`src/rtl/hazard_pkg.sv`:
```
// Shared types for the pipeline hazard controller.
package hazard_pkg;

  typedef enum logic [1:0] {
    RUN      = 2'd0,
    LU_STALL = 2'd1,
    MEM_WAIT = 2'd2
  } state_e;

  // r0 is hardwired to zero, so a load targeting it never creates a hazard
  localparam int REG_ZERO = 0;

  // Pipeline steering bundle produced each cycle
  typedef struct packed {
    logic pc_we;
    logic if_id_we;
    logic if_id_flush;
    logic id_ex_bubble;
    logic ex_mem_flush;
    logic pipe_hold;
  } ctl_t;

endpackage

```
`src/rtl/load_use_detect.sv`:
```
// Load-use compare for one issue slot: the ID/EX load writes a register
// that the IF/ID instruction reads, which forwarding cannot cover in time.
module load_use_detect
  import hazard_pkg::*;
#(
  parameter int REG_ADDR_W = 5
) (
  input  logic [REG_ADDR_W-1:0] id_rs,
  input  logic [REG_ADDR_W-1:0] id_rt,
  input  logic                  id_uses_rt,
  input  logic                  ex_mem_read,
  input  logic [REG_ADDR_W-1:0] ex_rd,
  output logic                  lu_hit
);

  assign lu_hit = ex_mem_read &
                  (ex_rd != REG_ADDR_W'(REG_ZERO)) &
                  ((ex_rd == id_rs) | (id_uses_rt & (ex_rd == id_rt)));

endmodule

```
`src/rtl/pipeline_hazard_ctrl.sv`:
```
// Hazard sequencer for the 5-stage pipeline: load-use bubble, redirect
// flush, and whole-pipe freeze on slow data memory. Also tracks stall
// cycles and flags memory accesses that wait too long.
module pipeline_hazard_ctrl
  import hazard_pkg::*;
#(
  parameter int REG_ADDR_W = 5,
  parameter int MAX_WAIT   = 15,
  parameter int CNT_W      = 16
) (
  input  logic                  clk,
  input  logic                  arst,
  input  logic [REG_ADDR_W-1:0] id_rs,
  input  logic [REG_ADDR_W-1:0] id_rt,
  input  logic                  id_uses_rt,
  input  logic                  ex_mem_read,
  input  logic [REG_ADDR_W-1:0] ex_rd,
  input  logic                  mem_redirect,
  input  logic                  dmem_req,
  input  logic                  dmem_ready,
  input  logic                  perf_clr,
  output logic                  pc_we,
  output logic                  if_id_we,
  output logic                  if_id_flush,
  output logic                  id_ex_bubble,
  output logic                  ex_mem_flush,
  output logic                  pipe_hold,
  output logic [CNT_W-1:0]      stall_cnt,
  output logic                  timeout_err
);

  localparam int WAIT_W = $clog2(MAX_WAIT + 1);
  localparam logic [WAIT_W-1:0] WAIT_MAX = WAIT_W'(MAX_WAIT);

  state_e            state, state_nxt;
  logic [WAIT_W-1:0] wait_cnt, wait_nxt;
  logic              lu_hit, lu_eff, hold;
  ctl_t              ctl;

  load_use_detect #(.REG_ADDR_W(REG_ADDR_W)) u_lud (
    .id_rs       (id_rs),
    .id_rt       (id_rt),
    .id_uses_rt  (id_uses_rt),
    .ex_mem_read (ex_mem_read),
    .ex_rd       (ex_rd),
    .lu_hit      (lu_hit)
  );

  // Next-state and steering decode: memory freeze > redirect > load-use > normal
  always_comb begin
    ctl          = '0;
    ctl.pc_we    = 1'b1;
    ctl.if_id_we = 1'b1;
    state_nxt    = RUN;
    wait_nxt     = '0;
    // The bubble already issued for this load lets MEM/WB forwarding take over
    lu_eff       = lu_hit & (state != LU_STALL);
    // Once waiting, only dmem_ready releases the freeze
    hold         = (state == MEM_WAIT) ? ~dmem_ready : (dmem_req & ~dmem_ready);
    if (hold) begin
      ctl.pc_we     = 1'b0;
      ctl.if_id_we  = 1'b0;
      ctl.pipe_hold = 1'b1;
      state_nxt     = MEM_WAIT;
      if (state != MEM_WAIT)      wait_nxt = WAIT_W'(1);
      else if (wait_cnt != WAIT_MAX) wait_nxt = wait_cnt + 1'b1;
      else                        wait_nxt = wait_cnt;
    end else if (mem_redirect) begin
      ctl.if_id_flush  = 1'b1;
      ctl.id_ex_bubble = 1'b1;
      ctl.ex_mem_flush = 1'b1;
    end else if (lu_eff) begin
      ctl.pc_we        = 1'b0;
      ctl.if_id_we     = 1'b0;
      ctl.id_ex_bubble = 1'b1;
      state_nxt        = LU_STALL;
    end
  end

  // Force a safe, NOP-filling pipe while reset is held
  always_comb begin
    if (arst) begin
      pc_we        = 1'b0;
      if_id_we     = 1'b0;
      if_id_flush  = 1'b1;
      id_ex_bubble = 1'b1;
      ex_mem_flush = 1'b1;
      pipe_hold    = 1'b0;
    end else begin
      pc_we        = ctl.pc_we;
      if_id_we     = ctl.if_id_we;
      if_id_flush  = ctl.if_id_flush;
      id_ex_bubble = ctl.id_ex_bubble;
      ex_mem_flush = ctl.ex_mem_flush;
      pipe_hold    = ctl.pipe_hold;
    end
  end

  // FSM state and memory wait counter
  always_ff @(posedge clk or posedge arst) begin
    if (arst) begin
      state    <= RUN;
      wait_cnt <= '0;
    end else begin
      state    <= state_nxt;
      wait_cnt <= wait_nxt;
    end
  end

  // Perf counter and sticky timeout; clear wins over count and set
  always_ff @(posedge clk or posedge arst) begin
    if (arst) begin
      stall_cnt   <= '0;
      timeout_err <= 1'b0;
    end else if (perf_clr) begin
      stall_cnt   <= '0;
      timeout_err <= 1'b0;
    end else begin
      if (!ctl.pc_we && (stall_cnt != {CNT_W{1'b1}}))
        stall_cnt <= stall_cnt + 1'b1;
      if (hold && (wait_nxt == WAIT_MAX))
        timeout_err <= 1'b1;
    end
  end

endmodule

```
`config.mk`:
```
export PLATFORM = sky130hd
export DESIGN_NAME = pipeline_hazard_ctrl
export DESIGN_NICKNAME = d
export VERILOG_FILES = /design/src/rtl/hazard_pkg.sv /design/src/rtl/load_use_detect.sv /design/src/rtl/pipeline_hazard_ctrl.sv
export SDC_FILE = /design/constraint.sdc
export NUM_CORES = 1
export LEC_CHECK = 0
export BUFFER_PORTS_ARGS = -buffer_cell sky130_fd_sc_hd__buf_4
export CAP_MARGIN = 20
export CORE_ASPECT_RATIO = 1.4
export CORE_UTILIZATION = 40
export CTS_CLUSTER_SIZE = 30
export DETAILED_ROUTE_END_ITERATION = 10
export PLACE_DENSITY = 0.61
export SETUP_SLACK_MARGIN = 0.4
export SLEW_MARGIN = 25
export SYNTH_ARGS = -nofsm -noshare
export SYNTH_HDL_FRONTEND = slang
export SYNTH_SLANG_ARGS = --single-unit
```
`constraint.sdc`:
```
create_clock -name clk -period 5.8 [get_ports clk]
set_input_delay 1.74 -clock clk [delete_from_list [all_inputs] [get_ports clk]]
set_output_delay 1.74 -clock clk [all_outputs]
set_load 0.05 [all_outputs]
```
* Yosys cells after proc, flatten, opt, wreduce, memory -nomap -nowiden
Index checks and enable logic that the tools add are counted.
** Storage, ports and cells
- Output and inout port bits :: 23
- Register bits :: 23
- Input bits :: 23
- Word-level logic and storage cells :: 52
** Cells by class
- Bitwise gates (word level) :: 7
- Equal/unequal tests :: 8
- Multiplexer cells :: 25
- Reduce and logical (&&, ||, !) cells :: 6
- Add/sub/neg operators :: 2
** Operators by type and width (number)
- 16-bit 2-to-1 mux :: 2
- 16-bit by 1-bit adder with 16-bit output (second input constant) :: 1
- 16-bit inequality test (second input constant) :: 1
- 1-bit 2-to-1 mux :: 15
- 4-bit 2-to-1 mux :: 3
- 5-bit == test :: 2
- 2-bit 2-to-1 mux :: 4
- 1-bit bitwise AND :: 5
- 5-bit nonzero test :: 1
- 4-bit by 1-bit adder with 4-bit output (second input constant) :: 1
- 4-bit == test (second input constant) :: 1
- 4-bit inequality test (second input constant) :: 1
- 2-bit nonzero test :: 2
- 3-bit 2-to-1 mux :: 1
- 2-bit == test (second input constant) :: 1
- 1-bit logical AND :: 2
- 2-bit by 1-bit inequality test with 1-bit output (second input constant) :: 1
- 2-bit inequality test (second input constant) :: 1
- 1-bit logical NOT :: 1
- 1-bit NOT :: 1
- 1-bit bitwise OR :: 1

* Longest topological paths before layout
- Word-level depth :: 12
- Mapped depth :: 9
- Depth with buffers taken out :: 7

* By module
A second synthesis with hierarchy kept.
** Unflattened totals
- Cells, all modules :: 160
- Area, all modules :: 1467.7 um^2
** Modules (own cells, without submodules)
- pipeline_hazard_ctrl :: seq. area each 575.6 um^2, area each 1335.0 um^2, instances 1, cells an instance 143
- load_use_detect :: seq. area each 0.0 um^2, area each 132.6 um^2, instances 1, cells an instance 17

* Worst setup path after synthesis
OpenSTA, ideal clock, no wires.
- Kind :: input to output
- From :: input ex_rd[0]
- To :: output pc_we
- Stages on the path :: 6
- Required time :: 4.060 ns
- Arrival time :: 3.359 ns
- Path buffers :: 1
- Setup slack :: 0.701 ns
- Cell sequence :: or4_1 > o211ai_2 > nor2_1 > nand2_1 > and3_1 > buf_4
** Between the ends
- Word-level cells in the longest chain between the ends :: 9
- Elaborated cells between the ends (all ways) :: 12
- Those cells by class :: eq/ne (2); mux (4); bitwise (5); reduce/logical (1)
** RTL lines
- start: declaration :: RTL line pipeline_hazard_ctrl.sv:17 : input logic [REG_ADDR_W-1:0] ex_rd,
- 5-bit == test :: RTL line load_use_detect.sv:18 : ((ex_rd == id_rs) | (id_uses_rt & (ex_rd == id_rt)));
- 1-bit bitwise AND :: RTL line load_use_detect.sv:18
- 1-bit bitwise OR :: RTL line load_use_detect.sv:18
- 1-bit bitwise AND * :: RTL line load_use_detect.sv:17 : (ex_rd != REG_ADDR_W'(REG_ZERO)) &
- 1-bit bitwise AND * :: RTL line pipeline_hazard_ctrl.sv:57 : lu_eff = lu_hit & (state != LU_STALL);
- 2-bit 2-to-1 mux * :: RTL line pipeline_hazard_ctrl.sv:72 : end else if (lu_eff) begin
- 2-bit 2-to-1 mux * :: RTL line pipeline_hazard_ctrl.sv:68 : end else if (mem_redirect) begin
- 2-bit 2-to-1 mux * :: RTL line pipeline_hazard_ctrl.sv:60 : if (hold) begin
- 1-bit 2-to-1 mux * :: RTL line pipeline_hazard_ctrl.sv:82 : if (arst) begin
- end: declaration :: RTL line pipeline_hazard_ctrl.sv:22 : output logic pc_we,
Mark *: on every way between the ends. The rest lies on a longest branch, timed or not.

* Worst setup path after layout
Same ends and word-level chain as after synthesis.

==> key figures <==
Run status
  • Status: completed

Detailed routing
  • Post-DR vias/cell: between 5 and 6
  • Post-route ant nets: 0
  • Vias: approximately 1300
  • Drt drc: 0
  • Iter 0 DRT Violations: 17
  • DR pass1 iterations: 6
  • Wire per inst: about 14 um
  • Drt total wl: around 3300 um

Power and ir drop
  • Leak: 0.782 nW
  • Worst vdd ir: about 0.11 mV
  • P per Cell Area: roughly 190 nW/um^2
  • Total Power: roughly 340 uW

GRT
  • Initial antenna violation count: 0
  • Vias in the first global route: around 1300
  • First-pass GRT wire length: 5540 um
  • Largest net degree at the start of global routing: 31
  • Final global-route overflow total: 0
  • Tot GR Track Use: 19.1%

Clock network
  • Setup Buffers After CTS: 0
  • Resize count post-CTS: 0
  • Clock net sink count: 23
  • Hold_buf cts: 0
  • CTS tree: done
  • Worst-skew pair later-pin latency: 0.26 ns
  • H-tree Lvls: 1
  • Max Buffers Root-to-Sink: 2
  • Inserted Clock Buffers: 3
  • Clock slew at reported path FFs: ~0.080 ns
  • Root buffer cell: clkbuf_8

Setup path
  • Most frequent CP cell: buf_4
  • Crit-path max FO: 3
  • R2r startpoint: stall_cnt[0]
  • Crit-path max cell delay: around 0.59 ns
  • Reg2reg path depth: 7
  • Register-to-register setup slack: between 3 and 4 ns
  • CP Data Required Time: roughly 4.1 ns
  • Crit Path Class: in2out
  • Slowest library cell on the worst path: or4_1
  • Critical path data arrival time: 3.20 ns
  • CP Launch Point: ex_rd[0]
  • CP Launch Type: primary input
  • FF-to-FF End: stall_cnt[1]
  • Setup crit end kind: primary output
  • Crit-path cells: buf_4 -> or4_1 -> o211ai_2 -> nor2_1 -> nand2_1 -> and3_1 -> buf_4

Place
  • Detailed Place HPWL: about 2500 um
  • Worst slack, placed: roughly 0.87 ns
  • Placement Cell Area: 1760 sq um
  • Port bufs: between 40 and 50
  • Gpl congestion: ~0.84
  • Placed cell count: roughly 230

Hold path
  • Worst hold path startpoint: timeout_err
  • Hold Path Class: reg2reg
  • WHS Endpoint: timeout_err
  • Worst hold stages: 2

Synth
  • Area share of fa/ha/maj cells after synthesis: 1.75%
  • Flip-flop and latch count after synthesis: 23
  • Synth unique cells: 39
  • Post-Synth XOR/XNOR Area: roughly 7.4%
  • Mapped cell area: roughly 1400 sq um
  • Largest family of logic cells by synthesized area: simple AND/OR/NAND/NOR gates
  • Complex-gate fraction of the synthesized area: 19.6%
  • Synth area leader: dfrtp_1
  • Syn_area_per_cell: 9.20 sq um
  • Top cell type's share of synthesized area: between 40% and 50%
  • Syn_nets: 180
  • Fraction of synthesized area in multiplexers: ~1.4%
  • Post-Syn Instances: roughly 160
  • Top cells by area, synth: dfrtp_1 40%, xnor2_1 6.8%, a21oi_1 5.3%, nand3_1 4.2%, o21ai_1 3.5%
  • Simple-Gate Fraction of Synth Area: between 20% and 30%
  • Sequential share of the synthesized area: 40.4%
  • Synth warn: 0

STA
  • Fmax: around 0.20 GHz
  • Final setup vio count: 0
  • Max_slew headroom: 55.2%
  • Fin. Hold Viols: 0
  • Final period util: around 85%
  • Min cycle time layout: about 4.9 ns
  • Skew final: between 0.005 and 0.006 ns
  • RSZ-0062 raised after global routing: false
  • Min Hold Slack: ~0.51 ns
  • Pins over their slew limit: 0
  • Smallest setup slack after layout: 0.858 ns
  • Worst Max-Slew Pin Slew: around 0.67 ns
  • Fin Setup TNS: 0 ns

Layout
  • Final core utilization: a little over half
  • Final Net Count: between 200 and 250
  • Post-Layout Cell Count: 238
  • Final instance area: around 1800 sq um
  • Layout cells sized above 1: between 30% and 40%
  • Antenna cells: 0
  • Synth-to-layout area growth: 26.8%

Die
  • Die Ht: a little over 70 um
  • Die ar.: about 3800 sq um
  • Core Box Area: between 3000 and 4000 sq um
  • Die X: 52.5 um
  • Top-level I/O count: between 40 and 50
  • Starting Density: 42.2%
  • Row cnt: 25

Run
  • Max-cap violation count: 0
area by class of cell:
class                           count  area (sq um)
Fill cell                         335          1570
Timing Repair Buffer               46           345
Tap cell                           40          50.0
Inverter                            6          22.5
Clock buffer                        4          45.0
Sequential cell                    23           576
Multi-Input combinational cell    119           771
cells in the final DEF, fill, tap and decap left out:
cell | netlist | routed
a2111oi_0 | 1 | 1
a21oi_1 | 15 | 15
a21oi_4 | 0 | 1
a311oi_2 | 1 | 1
a31o_2 | 1 | 1
a31oi_1 | 3 | 3
and3_1 | 2 | 2
and3_4 | 1 | 1
and4_4 | 1 | 1
buf_4 | 2 | 46
clkbuf_1 | 1 | 1
clkbuf_8 | 0 | 3
dfrtp_1 | 23 | 23
ha_1 | 2 | 2
inv_1 | 6 | 6
mux2i_1 | 2 | 2
nand2_1 | 10 | 10
nand2b_1 | 2 | 2
nand3_1 | 12 | 12
nand3b_1 | 1 | 1
nand4_1 | 3 | 3
nor2_1 | 9 | 9
nor2b_1 | 1 | 1
nor3_1 | 2 | 2
o211a_1 | 1 | 1
o211ai_2 | 1 | 1
o21ai_0 | 3 | 3
o21ai_1 | 10 | 10
o21bai_1 | 1 | 1
o22ai_4 | 1 | 1
o31ai_1 | 4 | 4
or2_2 | 1 | 1
or3_1 | 6 | 6
or3_2 | 4 | 4
or4_1 | 5 | 5
xnor2_1 | 11 | 11
xor2_1 | 1 | 1
critical path: cells and delay by family:
kind | cells | cell delay (ns)
AO/OA/AOI/OAI | 1 | 0.21
buffers and inverters | 2 | 0.32
AND/OR/NAND/NOR | 4 | 0.92
cell usage after synthesis (all sizes together):
master   number
buf           6
dfrtp        23
a311oi        1
a2111oi       1
nand2b        2
mux2i         2
inv           6
ha            2
o21ai        13
nand3        12
nand2        10
o21bai        1
o211ai        1
a31o          1
o22ai         1
xor2          1
nor2          9
nor2b         1
or2           1
nand4         3
a21oi        16
nor3          2
or3          10
nand3b        1
clkbuf        1
and4          1
or4           5
o31ai         4
a31oi         3
xnor2        11
and3          3
o211a         1
worst max path at each step:
stage | slack, ns | to | cells after the start
2_1_floorplan | 0.70 | pc_we | 6
3_3_place_gp | 0.92 | if_id_we | 7
3_5_place_dp | 0.87 | pc_we | 7
4_1_cts | 0.87 | pc_we | 7
5_1_grt | 0.81 | if_id_we | 7
6_report | 0.86 | pc_we | 7
report_power, final:
group | total [mW] | internal [mW] | switching (mW)
Sequential | 0.166 | 0.163 | 0.00356
Clock | 0.0991 | 0.0490 | 0.0501
Combinational | 0.0717 | 0.0283 | 0.0435
Total | 0.337 | 0.240 | 0.0971
cells by family (layout without fill, tap and decap cells):
kind of cell | after synthesis | in the layout
fa+ha+maj | 2 | 2
flops | 23 | 23
compound gates | 43 | 43
xor+xnor | 12 | 12
simple gates | 60 | 60
mux | 2 | 2
buf+inv | 13 | 56
per-layer routing:
layer,vias up,track usage [%],routed length [um]
li1,653,-,-
met1,610,23.1,1430
met2,48,32.9,1700
met3,4,2.92,191
met4,0,8.19,25
met5,-,0,0
state kept, by name (all words and copies together), names as in the netlist:
| signal | count |
|---|---|
| timeout_err | 1 |
| stall_cnt | 16 |
| state | 2 |
| wait_cnt | 4 |
Power figures use the tool's default switching activity.
